--- src/rtl/seq_det_pkg.sv ---
// rtl/seq_det_pkg.sv - shared constants and helpers for the serial pattern detector
package seq_det_pkg;

  localparam logic OVL_ON  = 1'b1;
  localparam logic OVL_OFF = 1'b0;

  localparam int DEF_MAX_LEN = 8;
  localparam int DEF_LEN_W   = 4;
  localparam int DEF_CNT_W   = 16;

  // Widest compare mask the helper can build; callers truncate to MAX_LEN.
  localparam int MASK_W = 32;

  function automatic logic [MASK_W-1:0] len_mask(input logic [MASK_W-1:0] len);
    logic [MASK_W-1:0] m;
    m = '0;
    for (int i = 0; i < MASK_W; i++) begin
      m[i] = (MASK_W'(i) < len);
    end
    return m;
  endfunction

endpackage

--- src/rtl/sat_counter.sv ---
// rtl/sat_counter.sv - saturating up-counter with synchronous clear priority
module sat_counter #(
  parameter int W = 16
) (
  input  logic         clk,
  input  logic         reset,
  input  logic         clr,
  input  logic         inc,
  output logic [W-1:0] q
);

  logic [W-1:0] cnt_q;
  logic [W-1:0] cnt_d;

  always_comb begin
    cnt_d = cnt_q;
    if (clr) begin
      cnt_d = '0;
    end else if (inc && (cnt_q != {W{1'b1}})) begin
      cnt_d = cnt_q + W'(1);
    end
  end

  always_ff @(posedge clk or posedge reset) begin
    if (reset) begin
      cnt_q <= '0;
    end else begin
      cnt_q <= cnt_d;
    end
  end

  assign q = cnt_q;

endmodule

--- src/rtl/seq_detector_param.sv ---
// rtl/seq_detector_param.sv - runtime-configurable serial bit-pattern detector
// with Mealy match, registered match and saturating match counter.
module seq_detector_param
  import seq_det_pkg::*;
#(
  parameter int MAX_LEN = DEF_MAX_LEN,
  parameter int LEN_W   = DEF_LEN_W,
  parameter int CNT_W   = DEF_CNT_W
) (
  input  logic               clk,
  input  logic               reset,
  input  logic               cfg_load,
  input  logic [MAX_LEN-1:0] cfg_pattern,
  input  logic [LEN_W-1:0]   cfg_len,
  input  logic               cfg_overlap,
  input  logic               cnt_clear,
  input  logic               x_valid,
  input  logic               x,
  output logic               match,
  output logic               match_q,
  output logic [CNT_W-1:0]   match_count
);

  localparam logic [LEN_W-1:0] MAX_LEN_L = LEN_W'(MAX_LEN);

  logic [MAX_LEN-1:0] pat_q,  pat_d;
  logic [LEN_W-1:0]   len_q,  len_d;
  logic               ovl_q,  ovl_d;
  logic [MAX_LEN-1:0] hist_q, hist_d;
  logic [LEN_W-1:0]   fill_q, fill_d;

  logic [MAX_LEN-1:0] window;
  logic [MAX_LEN-1:0] mask;
  logic [LEN_W:0]     fill_inc;
  logic               accept;
  logic               enough_bits;
  logic               window_hit;

  // The shifted history doubles as the candidate window: newest bit at 0.
  assign window      = MAX_LEN'({hist_q, x});
  assign mask        = MAX_LEN'(len_mask(MASK_W'(len_q)));
  assign fill_inc    = {1'b0, fill_q} + (LEN_W+1)'(1);
  assign accept      = x_valid && !cfg_load;
  assign enough_bits = (fill_inc >= {1'b0, len_q});
  assign window_hit  = (((window ^ pat_q) & mask) == '0);
  assign match       = accept && (len_q != '0) && enough_bits && window_hit;

  always_comb begin
    pat_d  = pat_q;
    len_d  = len_q;
    ovl_d  = ovl_q;
    hist_d = hist_q;
    fill_d = fill_q;
    if (cfg_load) begin
      pat_d  = cfg_pattern;
      len_d  = (cfg_len > MAX_LEN_L) ? MAX_LEN_L : cfg_len;
      ovl_d  = cfg_overlap;
      hist_d = '0;
      fill_d = '0;
    end else if (x_valid) begin
      hist_d = window;
      // Non-overlapping: a match restarts the search from the next bit.
      if (match && (ovl_q == OVL_OFF)) begin
        fill_d = '0;
      end else if (fill_q != MAX_LEN_L) begin
        fill_d = fill_q + LEN_W'(1);
      end
    end
  end

  always_ff @(posedge clk or posedge reset) begin
    if (reset) begin
      pat_q   <= '0;
      len_q   <= '0;
      ovl_q   <= OVL_OFF;
      hist_q  <= '0;
      fill_q  <= '0;
      match_q <= 1'b0;
    end else begin
      pat_q   <= pat_d;
      len_q   <= len_d;
      ovl_q   <= ovl_d;
      hist_q  <= hist_d;
      fill_q  <= fill_d;
      match_q <= match;
    end
  end

  sat_counter #(
    .W(CNT_W)
  ) u_match_cnt (
    .clk  (clk),
    .reset(reset),
    .clr  (cnt_clear),
    .inc  (match),
    .q    (match_count)
  );

endmodule

--- config.mk ---
export PLATFORM = sky130hd
export DESIGN_NAME = seq_detector_param
export DESIGN_NICKNAME = d
export VERILOG_FILES = /design/src/rtl/seq_det_pkg.sv /design/src/rtl/sat_counter.sv /design/src/rtl/seq_detector_param.sv
export SDC_FILE = /design/constraint.sdc
export NUM_CORES = 1
export LEC_CHECK = 0
export ABC_AREA = 1
export CORE_MARGIN = 5
export CORE_UTILIZATION = 40
export DETAILED_ROUTE_END_ITERATION = 16
export RECOVER_POWER = 25
export SYNTH_ARGS = -nofsm -noshare
export SYNTH_HDL_FRONTEND = slang
export SYNTH_SLANG_ARGS = --single-unit
--- constraint.sdc ---
create_clock -name clk -period 2.2 [get_ports clk]
set_clock_uncertainty 0.15 [all_clocks]
set_input_delay 0.33 -clock clk [delete_from_list [all_inputs] [get_ports clk]]
set_output_delay 0.33 -clock clk [all_outputs]
set_load 0.02 [all_outputs]
# --- After elaboration in Yosys (flattened, before gate mapping) ---
# Index checks and enable logic that the tools add are counted.
classes:
  muxes: 9
  n_eq_ne: 2
  n_reduce_logical: 13
  add_sub_neg: 3
  n_bitwise: 3
  n_lt_le_gt_ge: 10
ops:
  columns: ["op", "n"]
  rows:
  - ["$mux W16", 2]
  - ["$mux W4", 5]
  - ["$add A16 B1 Y16 const B", 1]
  - ["$lt A3 B4 Y1 const A", 4]
  - ["$ne A16 B16 Y1 const B", 1]
  - ["$mux W7", 2]
  - ["$and A8 B8 Y8", 1]
  - ["$logic_not A8 Y1", 1]
  - ["$lt A1 B4 Y1 const A", 2]
  - ["$lt A2 B4 Y1 const A", 2]
  - ["$xor A8 B8 Y8", 1]
  - ["$logic_and A1 B1 Y1", 6]
  - ["$add A4 B1 Y5 const B", 1]
  - ["$ge A5 B4 Y1", 1]
  - ["$add A4 B1 Y4 const B", 1]
  - ["$gt A4 B4 Y1 const B", 1]
  - ["$ne A4 B4 Y1 const B", 1]
  - ["$reduce_bool A2 Y1", 2]
  - ["$reduce_bool A4 Y1", 1]
  - ["$reduce_bool A3 Y1", 1]
  - ["$reduce_and A2 Y1", 1]
  - ["$logic_not A1 Y1", 1]
  - ["$not A1 Y1", 1]
word_totals:
  in_bits: 19
  word_cells: 47
  ff_bits: 41
  output_inout_bits: 18

# --- Depth between registers and ports, before layout ---
logic_depth:
  depth_word: 9
  depth_mapped: 16
  mapped_depth_nobuf: 15

# --- Cells and area by module ---
# A second synthesis with hierarchy kept.
unflattened:
  cells_unflattened: 337
  area_unflattened_um2: 2487.4
by_module_without_submodules:
  columns: ["module", "area_each_um2", "seq_area_each_um2", "instances", "cells_each"]
  rows:
  - ["seq_detector_param", 1403.8, 625.6, 1, 178]
  - ["sat_counter", 1083.5, 400.4, 1, 159]

# --- Worst setup path before layout ---
# No wires, ideal clock.
synth_path:
  path_type: "register to register"
  startpoint: "register fill_q[0]"
  endpoint: "register u_match_cnt.cnt_q[1] (netlist: u_match_cnt.q[1])"
  setup_slack_ps: -41
  period_less_slack_ps: 2241
  n_path_buf: 1
  arrival_ps: 1970
  required_time_ps: 1930
  setup_ps: 120
  stages_incl_launch_ff: 14
  cell_sequence: "dfrtp_1 -> ha_1 -> xor2_1 -> ha_1 -> nand3_1 -> a21oi_1 -> nor2_1 -> nor2_1 -> nand2_1 -> inv_2 -> nand2_4 -> nand2_4 -> buf_6 -> o21ai_2"
synth_via:
  elab_chain_cells: 6
synth_lines:
  columns: ["element", "line_no", "source"]
  rows:
  - ["start: declaration", "seq_detector_param.sv:30", "logic [LEN_W-1:0] fill_q, fill_d;"]
  - ["start signal: assignment", "seq_detector_param.sv:84", "fill_q <= fill_d;"]
  - ["$add A4 B1 Y5", "seq_detector_param.sv:42", "assign fill_inc = {1'b0, fill_q} + (LEN_W+1)'(1);"]
  - ["$ge A5 B4 Y1", "seq_detector_param.sv:44", "assign enough_bits = (fill_inc >= {1'b0, len_q});"]
  - ["$logic_and A1 B1 Y1 (2 in series)", "seq_detector_param.sv:46", "assign match = accept && (len_q != '0) && enough_bits && window_hit;"]
  - ["named net match", "seq_detector_param.sv:19", "output logic match,"]
  - ["$logic_and A1 B1 Y1", "sat_counter.sv:19", "end else if (inc && (cnt_q != {W{1'b1}})) begin"]
  - ["$reduce_bool A2 Y1 (no line)", null, null]
  - ["end signal: assignment", "sat_counter.sv:28", "cnt_q <= cnt_d;"]
  - ["end: declaration", "sat_counter.sv:12", "logic [W-1:0] cnt_q;"]
# The timed path passes the listed nets, and every way through them passes these cells.
# A chain may end at the register's enable or synchronous reset.

# --- Final worst setup path ---
layout_path:
  startpoint: "register fill_q[1]"
  endpoint: "output match"
layout_via:
  elab_chain_cells: 4
layout_lines:
  columns: ["element", "line_no"]
  rows:
  - ["$add A4 B1 Y5", "seq_detector_param.sv:42"]
  - ["$ge A5 B4 Y1", "seq_detector_param.sv:44"]
  - ["$logic_and A1 B1 Y1 (2 in series)", "seq_detector_param.sv:46"]
  - ["end: declaration", "seq_detector_param.sv:19"]
# Every way passes these cells.

==> run metrics <==
status=finished, violations left; violated checks=negative setup slack; fin worst setup slack=-0.4596 ns; Final ANT Viol Nets=0; Clock Sinks=between 40 and 50; ant diodes=0; number of nets in the layout=404; syn avg cell area=7.571 sq um; IO buf count=36; DP HPWL=4201 um; Skew-Pair Late Insertion Delay=approximately 0.28 ns; layout cell share with drive strength beyond 1=18.21%; TritonCTS clock tree=built; Post-Synth Simple-Gate Area=32.37%; Slew Limit Fails=0; Syn. warnings=0; Hold WC Path Type=reg -> reg; Total GRT Usage=~16%; Die Height=approximately 87 um; P&R area growth vs syn=37.55%; register area share after synthesis=a little over two fifths; Ports=37; Final setup viols=22; maximum capacitance violations=0; largest family of logic cells by synthesized area=simple AND/OR/NAND/NOR gates; Post-CTS Hold Buffers=0; most frequent cells in the layout=91 x nand2_1, 40 x dfrtp_1, 39 x inv_1, 34 x clkdlybuf4s50_1, 24 x nor2_1; fmax=0.3760 GHz; Initial Util=40.89%; global-route wire length before repair=approximately 9600 um; grt total ovfl=0; Net Count, Synth=342; DIE AREA=approximately 7600 sq um; Synth Register Bits=41; RSZ-0062 raised after global routing=true; Worst Path Max Fanout=3; Comb power frac=around 20%; mux share of post-synthesis cell area=0%; Synth Area in Compound Gates=between 5 and 6%; Seq pwr share=42.9%; Chip Width=a little under 90 um; period utilization=120.9%; area of the mapped netlist=2392 sq um; antenna violations before repair=0; Total Wirelength=approximately 6000 um; most common cell after layout, fill and taps aside=nand2_1; Int Power=1.426 mW; placed cell area=2968 sq um; final hold viol count=0; max_slew headroom=31.88%; Critical Path RT=1.72 ns; Synth area leaders=dfrtp_1 43%, nand2_1 15%, nand3_1 6.7%; Final Critical Period=2.660 ns; Via density=4.850; H-Tree Level Count=2; Critical Path End Type=output pin; Startpoint Class=flip-flop; DRT Pass-1 Iters=4; routed length per placed instance=13.00 um; Crit Path Class=reg -> out; Post-Synth Adder-Cell Area=3.661%; Clock transition at path regs=0.08 ns; Vias=about 2200; vias in the first global route=~2100; Hold WS=about 0.34 ns; row count=28; Layout Utilization=a little under three fifths; Setup TNS=-7.414 ns; CTS buffer count=5; Crit path arrival time=2.18 ns; Cell Pwr Density=587.7 nW/um^2; initial DRC count=98; largest net degree at the start of global routing=42; Net Sw Frac=26.25%; core area=5851 sq um; post-synth top area cell=dfrtp_1; Design Area, Final=3291 sq um; Synth Area in XOR/XNOR=6.590%; sw power=507.7 uW; drc violations=0; clock network power share=a little under two fifths; Final GP Congestion=0.8343; r2r worst-path depth=16; clk buf depth=2; hold depth=2; LEAKAGE=1.597 nW; worst slew pin tran=just over 1 ns; Setup WS pre-CTS=-0.4651 ns; root buffer cell=clkbuf_8; Synth cell types=25; worst vdd ir=501.4 uV; Synth top area share=42.89%; Mapped Cells=316
-- state kept, by name, indices dropped and copies added, names as in the netlist --
register	cells
u_match_cnt.q	16
pat_q	8
hist_q	7
fill_q	4
len_q	4
match_q	1
ovl_q	1
-- final timing paths --
check                          start          endpoint  slack (ns)
max in group asynchronous      reset         fill_q[0]        0.55
setup / recovery           fill_q[1]             match       -0.46
setup reg to reg           fill_q[1]  u_match_cnt.q[8]       -0.44
hold / removal              pat_q[5]          pat_q[5]        0.34
hold reg to reg             pat_q[5]          pat_q[5]        0.34
min in group asynchronous      reset         hist_q[4]        0.64
-- per-layer routing --
layer / wire length, um / part of all wire (%) / GRT usage, % / vias to the layer above
li1: - / - / - / 1131
met1: 2733 / 46 / 22.05 / 1012
met2: 2822 / 48 / 25.00 / 51
met3: 261 / 4.4 / 3.027 / 8
met4: 85 / 1.4 / 5.439 / 0
met5: 0 / 0 / 0 / -
-- synth_stat cells (all sizes together) --
cell    number
a21oi        2
a22o         1
buf          3
clkbuf       5
clkinv       1
dfrtp       41
ha           7
inv         41
nand2      102
nand3       32
nand4        9
nor2        26
nor3         7
o21ai       15
o22ai        6
xnor2        1
xor2        17
-- per-stage QoR --
stage          power [mW]  cells
3_5_place_dp        1.165    441
5_1_grt             2.039    454
3_3_place_gp        1.156    441
4_1_cts             1.895    449
2_1_floorplan       1.028    316
6_report            1.934    454
-- layout make-up --
class / instances / area [sq um]
multi-input combinational: 226 / 1303
timing repair buffer: 62 / 573.1
fill: 557 / 2560
clock buffer: 5 / 68.82
tap: 75 / 93.84
sequential: 41 / 1027
clock inverter: 3 / 65.06
inverter: 42 / 160.2
-- power by group through the flow --
stage | clock network (mW) | registers [mW] | logic [mW]
after floorplan | 0 | 0.834 | 0.194
after CTS | 0.734 | 0.824 | 0.337
after global placement | 0 | 0.837 | 0.319
final | 0.716 | 0.831 | 0.387
after global routing | 0.763 | 0.837 | 0.440
after detailed placement | 0 | 0.839 | 0.326
-- cell families (layout without fill, tap and decap cells) --
kind of cell             count (synthesis)  in the layout
AND/OR/NAND/NOR                        176            177
flip-flops                              41             41
buffers and inverters                   50            112
adder cells (fa/ha/maj)                  7              7
XOR/XNOR                                18             18
AO/OA/AOI/OAI                           24             24
-- worst max-delay path, cell delays in order (launching register included) --
cell and delay, ns:
dfrtp_1 0.44, buf_4 0.15, inv_1 0.04, ha_1 0.31
ha_4 0.29, nand3_1 0.08, a21oi_1 0.13, nor2_1 0.05
nor2_1 0.13, nand2_1 0.10, inv_2 0.07, buf_6 0.11
-- what timing repair did --
action | in CTS | in global routing
gates cloned | 0 | 1
gates resized for setup | 8 | 30
setup endpoints to repair | 17 | 22
buffers inserted | 0 | 4
pin swaps | 0 | 15
Note: power is estimated with default switching activity, not from simulation.
